===== config.mk =====
export PLATFORM = sky130hd
export DESIGN_NAME = pe_array_ctrl
export DESIGN_NICKNAME = d
export VERILOG_FILES = /design/src/rtl/pe_array_pkg.sv /design/src/rtl/pe_valid_delay.sv /design/src/rtl/pe_array_ctrl.sv
export SDC_FILE = /design/constraint.sdc
export NUM_CORES = 1
export LEC_CHECK = 0
export CORE_MARGIN = 5
export CORE_UTILIZATION = 47
export CTS_CLUSTER_SIZE = 10
export DETAILED_ROUTE_END_ITERATION = 10
export PLACE_DENSITY = 0.82
export SLEW_MARGIN = 20
export SYNTH_ARGS = -nofsm -noshare
export SYNTH_HDL_FRONTEND = slang
export SYNTH_SLANG_ARGS = --single-unit

===== constraint.sdc =====
create_clock -name clk -period 2.8 [get_ports clk]
set_input_delay 0.56 -clock clk [delete_from_list [all_inputs] [get_ports clk]]
set_output_delay 0.56 -clock clk [all_outputs]
set_load 0.03 [all_outputs]

===== src/rtl/pe_array_pkg.sv =====
// Shared types and sizing for the PE-array job controller.
package pe_array_pkg;
  localparam int WMEM_ADDR_BITWIDTH_DEF = 8;
  localparam int NUM_ROWS_DEF           = 4;
  localparam int NUM_COLS_DEF           = 4;
  localparam int CNT_BITWIDTH_DEF       = 16;

  typedef enum logic [2:0] {IDLE, LOAD, COMPUTE, DRAIN, DONE} state_e;

  // One scratchpad read, one forwarding hop per row, one sum register per column.
  function automatic int drain_lat(input int rows, input int cols);
    return rows + cols + 1;
  endfunction
endpackage


===== src/rtl/pe_valid_delay.sv =====
// Fixed-depth valid shift register with synchronous flush.
module pe_valid_delay #(
  parameter int DEPTH = 9
) (
  input  logic clk,
  input  logic reset,
  input  logic i_clr,
  input  logic i_vld,
  output logic o_vld
);
  logic [DEPTH-1:0] r_vld_pipe;

  always_ff @(posedge clk or posedge reset) begin
    if (reset)      r_vld_pipe <= '0;
    else if (i_clr) r_vld_pipe <= '0;
    else            r_vld_pipe <= (r_vld_pipe << 1) | DEPTH'(i_vld);
  end

  assign o_vld = r_vld_pipe[DEPTH-1];
endmodule


===== src/rtl/pe_array_ctrl.sv =====
// Job sequencer for a weight-stationary PE array: weight load, activation
// issue with wrapping scratchpad reads, and a fixed drain before done.
module pe_array_ctrl
  import pe_array_pkg::*;
#(
  parameter int WMEM_ADDR_BITWIDTH = WMEM_ADDR_BITWIDTH_DEF,
  parameter int NUM_ROWS           = NUM_ROWS_DEF,
  parameter int NUM_COLS           = NUM_COLS_DEF,
  parameter int CNT_BITWIDTH       = CNT_BITWIDTH_DEF
) (
  input  logic                          clk,
  input  logic                          reset,
  input  logic                          start,
  input  logic                          abort,
  input  logic [WMEM_ADDR_BITWIDTH:0]   cfg_wgt_depth,
  input  logic [CNT_BITWIDTH-1:0]       cfg_num_act,
  input  logic                          wgt_valid,
  output logic                          wgt_ready,
  input  logic                          act_valid,
  output logic                          act_ready,
  output logic [NUM_ROWS-1:0]           write_req_w_mem,
  output logic [WMEM_ADDR_BITWIDTH-1:0] w_addr_w_mem,
  output logic                          read_req_w_mem,
  output logic [WMEM_ADDR_BITWIDTH-1:0] r_addr_w_mem,
  output logic                          sum_valid,
  output logic                          busy,
  output logic                          done
);
  localparam int AW        = WMEM_ADDR_BITWIDTH;
  localparam int DRAIN_LAT = drain_lat(NUM_ROWS, NUM_COLS);
  localparam int ROW_W     = (NUM_ROWS > 1) ? $clog2(NUM_ROWS) : 1;
  localparam int DRN_W     = $clog2(DRAIN_LAT + 1);

  state_e                  r_state, w_next;
  logic [AW:0]             r_depth;
  logic [CNT_BITWIDTH-1:0] r_num_act, r_beat;
  logic [ROW_W-1:0]        r_row;
  logic [AW-1:0]           r_waddr, r_raddr;
  logic [DRN_W-1:0]        r_drn;
  logic w_abort, w_start, w_wbeat, w_abeat;
  logic w_last_row, w_last_waddr, w_last_raddr, w_last_beat, w_drn_end;

  // abort masks the handshakes in its own cycle so no beat is half-taken.
  assign w_abort      = abort && (r_state != IDLE);
  assign w_start      = start && (r_state == IDLE);
  assign w_wbeat      = (r_state == LOAD) && wgt_valid && !abort;
  assign w_abeat      = (r_state == COMPUTE) && act_valid && !abort;
  assign w_last_row   = (r_row == ROW_W'(NUM_ROWS - 1));
  assign w_last_waddr = ({1'b0, r_waddr} == (r_depth - (AW+1)'(1)));
  assign w_last_raddr = ({1'b0, r_raddr} == (r_depth - (AW+1)'(1)));
  assign w_last_beat  = (r_beat == (r_num_act - CNT_BITWIDTH'(1)));
  assign w_drn_end    = (r_drn == DRN_W'(DRAIN_LAT - 1));

  always_ff @(posedge clk or posedge reset) begin
    if (reset) r_state <= IDLE;
    else       r_state <= w_next;
  end

  always_comb begin
    w_next          = r_state;
    wgt_ready       = (r_state == LOAD) && !abort;
    act_ready       = (r_state == COMPUTE) && !abort;
    busy            = (r_state != IDLE);
    done            = (r_state == DONE) && !abort;
    read_req_w_mem  = w_abeat;
    write_req_w_mem = '0;
    if (w_wbeat) write_req_w_mem[r_row] = 1'b1;
    if (w_abort) begin
      w_next = IDLE;
    end else begin
      case (r_state)
        IDLE: if (start) begin
          if (cfg_wgt_depth != '0)    w_next = LOAD;
          else if (cfg_num_act != '0) w_next = COMPUTE;
          else                        w_next = DONE;
        end
        LOAD: if (w_wbeat && w_last_row && w_last_waddr) begin
          if (r_num_act == '0) w_next = DRAIN;
          else                 w_next = COMPUTE;
        end
        COMPUTE: if (w_abeat && w_last_beat) w_next = DRAIN;
        DRAIN:   if (w_drn_end) w_next = DONE;
        DONE:    w_next = IDLE;
        default: w_next = IDLE;
      endcase
    end
  end

  always_ff @(posedge clk or posedge reset) begin
    if (reset) begin
      r_depth   <= '0;
      r_num_act <= '0;
      r_row     <= '0;
      r_waddr   <= '0;
      r_raddr   <= '0;
      r_beat    <= '0;
      r_drn     <= '0;
    end else if (w_abort) begin
      r_row   <= '0;
      r_waddr <= '0;
      r_raddr <= '0;
      r_beat  <= '0;
      r_drn   <= '0;
    end else begin
      if (w_start) begin
        r_depth   <= cfg_wgt_depth;
        r_num_act <= cfg_num_act;
        r_row     <= '0;
        r_waddr   <= '0;
        r_raddr   <= '0;
        r_beat    <= '0;
        r_drn     <= '0;
      end
      // Rows are the inner loop so each address lands in every row before advancing.
      if (w_wbeat) begin
        if (w_last_row) begin
          r_row   <= '0;
          r_waddr <= w_last_waddr ? '0 : r_waddr + AW'(1);
        end else begin
          r_row <= r_row + ROW_W'(1);
        end
      end
      if (w_abeat) begin
        r_beat  <= w_last_beat ? '0 : r_beat + CNT_BITWIDTH'(1);
        r_raddr <= ((r_depth == '0) || w_last_raddr) ? '0 : r_raddr + AW'(1);
      end
      if (r_state == DRAIN) r_drn <= w_drn_end ? '0 : r_drn + DRN_W'(1);
    end
  end

  assign w_addr_w_mem = r_waddr;
  assign r_addr_w_mem = r_raddr;

  pe_valid_delay #(.DEPTH(DRAIN_LAT)) u_vld_dly (
    .clk   (clk),
    .reset (reset),
    .i_clr (w_abort),
    .i_vld (w_abeat),
    .o_vld (sum_valid)
  );
endmodule

==> flow_metrics.py <==
metrics = {
    "synthesis": {
        "synthAdderAreaFrac_pct": 2.94,
        "synth_top_family_by_area": "simple AND/OR/NAND/NOR gates",
        "seq_area_frac_synth_pct": 40.1,
        "ys_ff_latch": 75,
        "yosys.area.top_type": "dfrtp_1",
        "synth_compound_area_share_pct": 15.0,
        "synthDistinctLibCells": 63,
        "synthMuxAreaShare_pct": 1.95,
        "synth_simple_gate_area_share_pct": 29.9,
        "ys_warn_count": 0,
        "netlist.area_leader.share_pct": 40.1,
        "synth_area_per_cell_um2": 8.44,
        "syn_area_mm2": 0.00468,
        "ys_async_sr_fraction_pct": 100,
        "yosys.area_share.xor_xnor_pct": 6.55,
        "synthFlopType": "dfrtp_1",
        "synth_nets": 597,
        "syn_inst": 555,
        "synth-edff-count": 0,
        "ys_top_cells_by_area": "dfrtp_1 40%, nand2_1 8.5%, xnor2_1 3.7%",
    },
    "worst_hold_path": {
        "holdPathEnd": "u_vld_dly.r_vld_pipe[1]",
        "hp-start": "u_vld_dly.r_vld_pipe[0]",
        "hold_class": "reg2reg",
        "hold_depth": 1,
    },
    "floorplanning": {
        "initial_core_util_pct": 48.1,
        "die_w_um": 110,
        "die_h_um": 110,
        "fp.coreArea_mm2": 0.00973,
        "rows": 36,
        "num_io_pins": 57,
        "die-area_mm2": 0.0121,
    },
    "placed_design": {
        "gp_congestion": 0.887,
        "placed_area_mm2": 0.00561,
        "dpl.hpwl_mm": 9.21,
        "portBuffers": 56,
        "dp.cells": 758,
    },
    "setup_path": {
        "crit_required_ns": 3.06,
        "worstReg2RegStart": "r_num_act[0]",
        "critPathLaunchType": "register",
        "rrSetupSlack_ns": -0.09,
        "worstPathArrival_ns": 3.14,
        "cp_max_fo": 5,
        "worstSetupEndpointType": "register",
        "worst-setup-path-type": "reg2reg",
        "r2r_end": "r_beat[11]",
        "reg2reg_depth": 11,
    },
    "global_route": {
        "grt_antenna_before_repair": 0,
        "grt_pass1_vias": 4440,
        "grt-ovfl-total": 0,
        "grt_max_degree": 76,
        "grt_usage_pct": 21.5,
        "grt_first_pass_wirelength_mm": 20.6,
    },
    "run": {
        "drv_cap": 0,
    },
    "power": {
        "leakage_nw": 2.63,
        "powerDensity_mw_per_mm2": 775,
        "vdd_drop_max_mv": 0.431,
        "finalPower_mw": 4.66,
    },
    "final_layout": {
        "antennaDiodeCount": 0,
        "final_util_pct": 61.7,
        "layout_common_cells": "106 x nand2_1, 74 x dfrtp_1, 51 x clkdlybuf4s50_1",
        "stdcell_area_mm2": 0.00601,
        "fillers": 835,
        "area_growth_pct": 28.3,
        "nNetsFinal": 685,
        "drive_gt1_share_pct": 16.4,
        "layout_commonest_cell": "nand2_1",
        "instances_no_fill": 780,
    },
    "timing": {
        "holdWs_ns": 0.441,
        "finalCritPeriodShare_pct": 103,
        "worst_pin_slew_ns": 0.662,
        "rsz0062_at_grt": "yes",
        "finalHoldViolations": 0,
        "skew_ns": 0.0164,
        "worst_slack_ns": -0.0862,
        "fmax_mhz": 346,
        "min_period_ns": 2.89,
        "slew_violations": 0,
        "setup_viol": 8,
        "max_slew_margin_pct": 55.5,
    },
    "detailed_routing": {
        "drt-met1-wl_mm": 5.12,
        "drt-total-wl_mm": 12.8,
        "dr.pass1.iters": 5,
        "drc": 0,
        "drtAntennaViolNets": 0,
        "top_layer": "met4",
        "wl_per_cell_um": 16.4,
        "wl_met3_um": 621,
        "avgViaCountPerCell": 5.78,
        "vias": 4511,
        "dr_wl_met2_mm": 6.73,
        "first_iter_violations": 368,
    },
    "clocking": {
        "clock-sinks": 75,
        "cts_tree": "built",
        "clk_pin_slew_worst_paths_ns": 0.08,
        "htreeDepth": 3,
        "clockBufferDepth": 2,
        "numCtsBuffers": 9,
        "root_buffer": "clkbuf_8",
        "clk_latency_ns": 0.37,
        "ctsHoldBuffers": 0,
    },
    "status": {
        "status": "finished, violations left",
        "violations": "negative setup slack",
    },
}
[worst max-delay path by stage]
| stage | startpoint | to | cells past startpoint | slack, ns |
|---|---|---|---|---|
| after floorplan | r_num_act[0] | r_beat[7] | 11 | 0.005 |
| after global placement | r_num_act[0] | r_beat[13] | 11 | -0.07 |
| after detailed placement | r_num_act[0] | r_beat[13] | 11 | -0.19 |
| after CTS | r_num_act[1] | r_beat[4] | 10 | -0.1 |
| after global routing | r_num_act[1] | r_beat[4] | 10 | -0.19 |
| final | r_num_act[0] | r_beat[11] | 11 | -0.09 |
[logic make-up after synthesis]
kind of cell             count (synthesis)
flip-flops                              75
AO/OA/AOI/OAI                          102
AND/OR/NAND/NOR                        280
buffers and inverters                   43
multiplexers                             9
adder cells (fa/ha/maj)                 11
XOR/XNOR                                35
[area by class of cell]
type	count	area (um2)	share of cell area (%)
Clock buffer	9	124	2.06
Clock inverter	6	65.1	1.08
Inverter	20	75.1	1.25
Multi-Input combinational cell	438	2800	46.5
Sequential cell	75	1880	31.3
Tap cell	133	166	2.77
Timing Repair Buffer	99	903	15.0
[per-stage QoR]
stage / TNS [ns] / worst slack [ns]
after CTS: -0.305 / -0.0988
after global placement: -0.443 / -0.0659
after floorplan: 0 / 0.00546
after detailed placement: -1.49 / -0.185
final: -0.459 / -0.0862
after global routing: -1.98 / -0.188
[where the power goes]
group,internal [mW],switching [mW]
registers,1.28,0.250
clock network,0.410,0.442
logic,1.01,1.27
[flip-flops by register name, indices dropped and copies added (netlist names)]
register / count
r_addr_w_mem: 8
r_beat: 16
r_depth: 9
r_drn: 4
r_num_act: 16
r_row: 2
r_state: 3
u_vld_dly.r_vld_pipe: 9
w_addr_w_mem: 8
[routing by layer]
metal	global-route usage, %	vias to the layer above
li1	-	2131
met5	0	-
met2	39.3	160
met1	25.0	2185
met4	8.01	0
met3	3.58	35
[worst max-delay path, cell delays in order (launching register included)]
cell	delay, ns
dfrtp_1	0.39
inv_2	0.08
ha_4	0.13
or4b_4	0.48
or3_4	0.42
xor2_2	0.15
o2111ai_2	0.16
a2111oi_4	0.35
buf_4	0.20
a21oi_4	0.08
a21o_1	0.18
a22o_1	0.18
[cells in the mapped netlist, drive strengths merged (13+ instances only)]
library cell,number
nand2,106
dfrtp,75
nor2,37
nand3,34
o21ai,31
a21oi,21
clkbuf,21
inv,20
xnor2,20
xor2,15
and2,14
nor4,14
nor3,13
[repair_timing]
item	in CTS	in global routing
gates cloned	0	1
buffers inserted	2	4
endpoints found under the setup margin	15	28
gates resized for setup	8	32
pin swaps	1	11
Note: power is estimated with default switching activity, not from simulation.
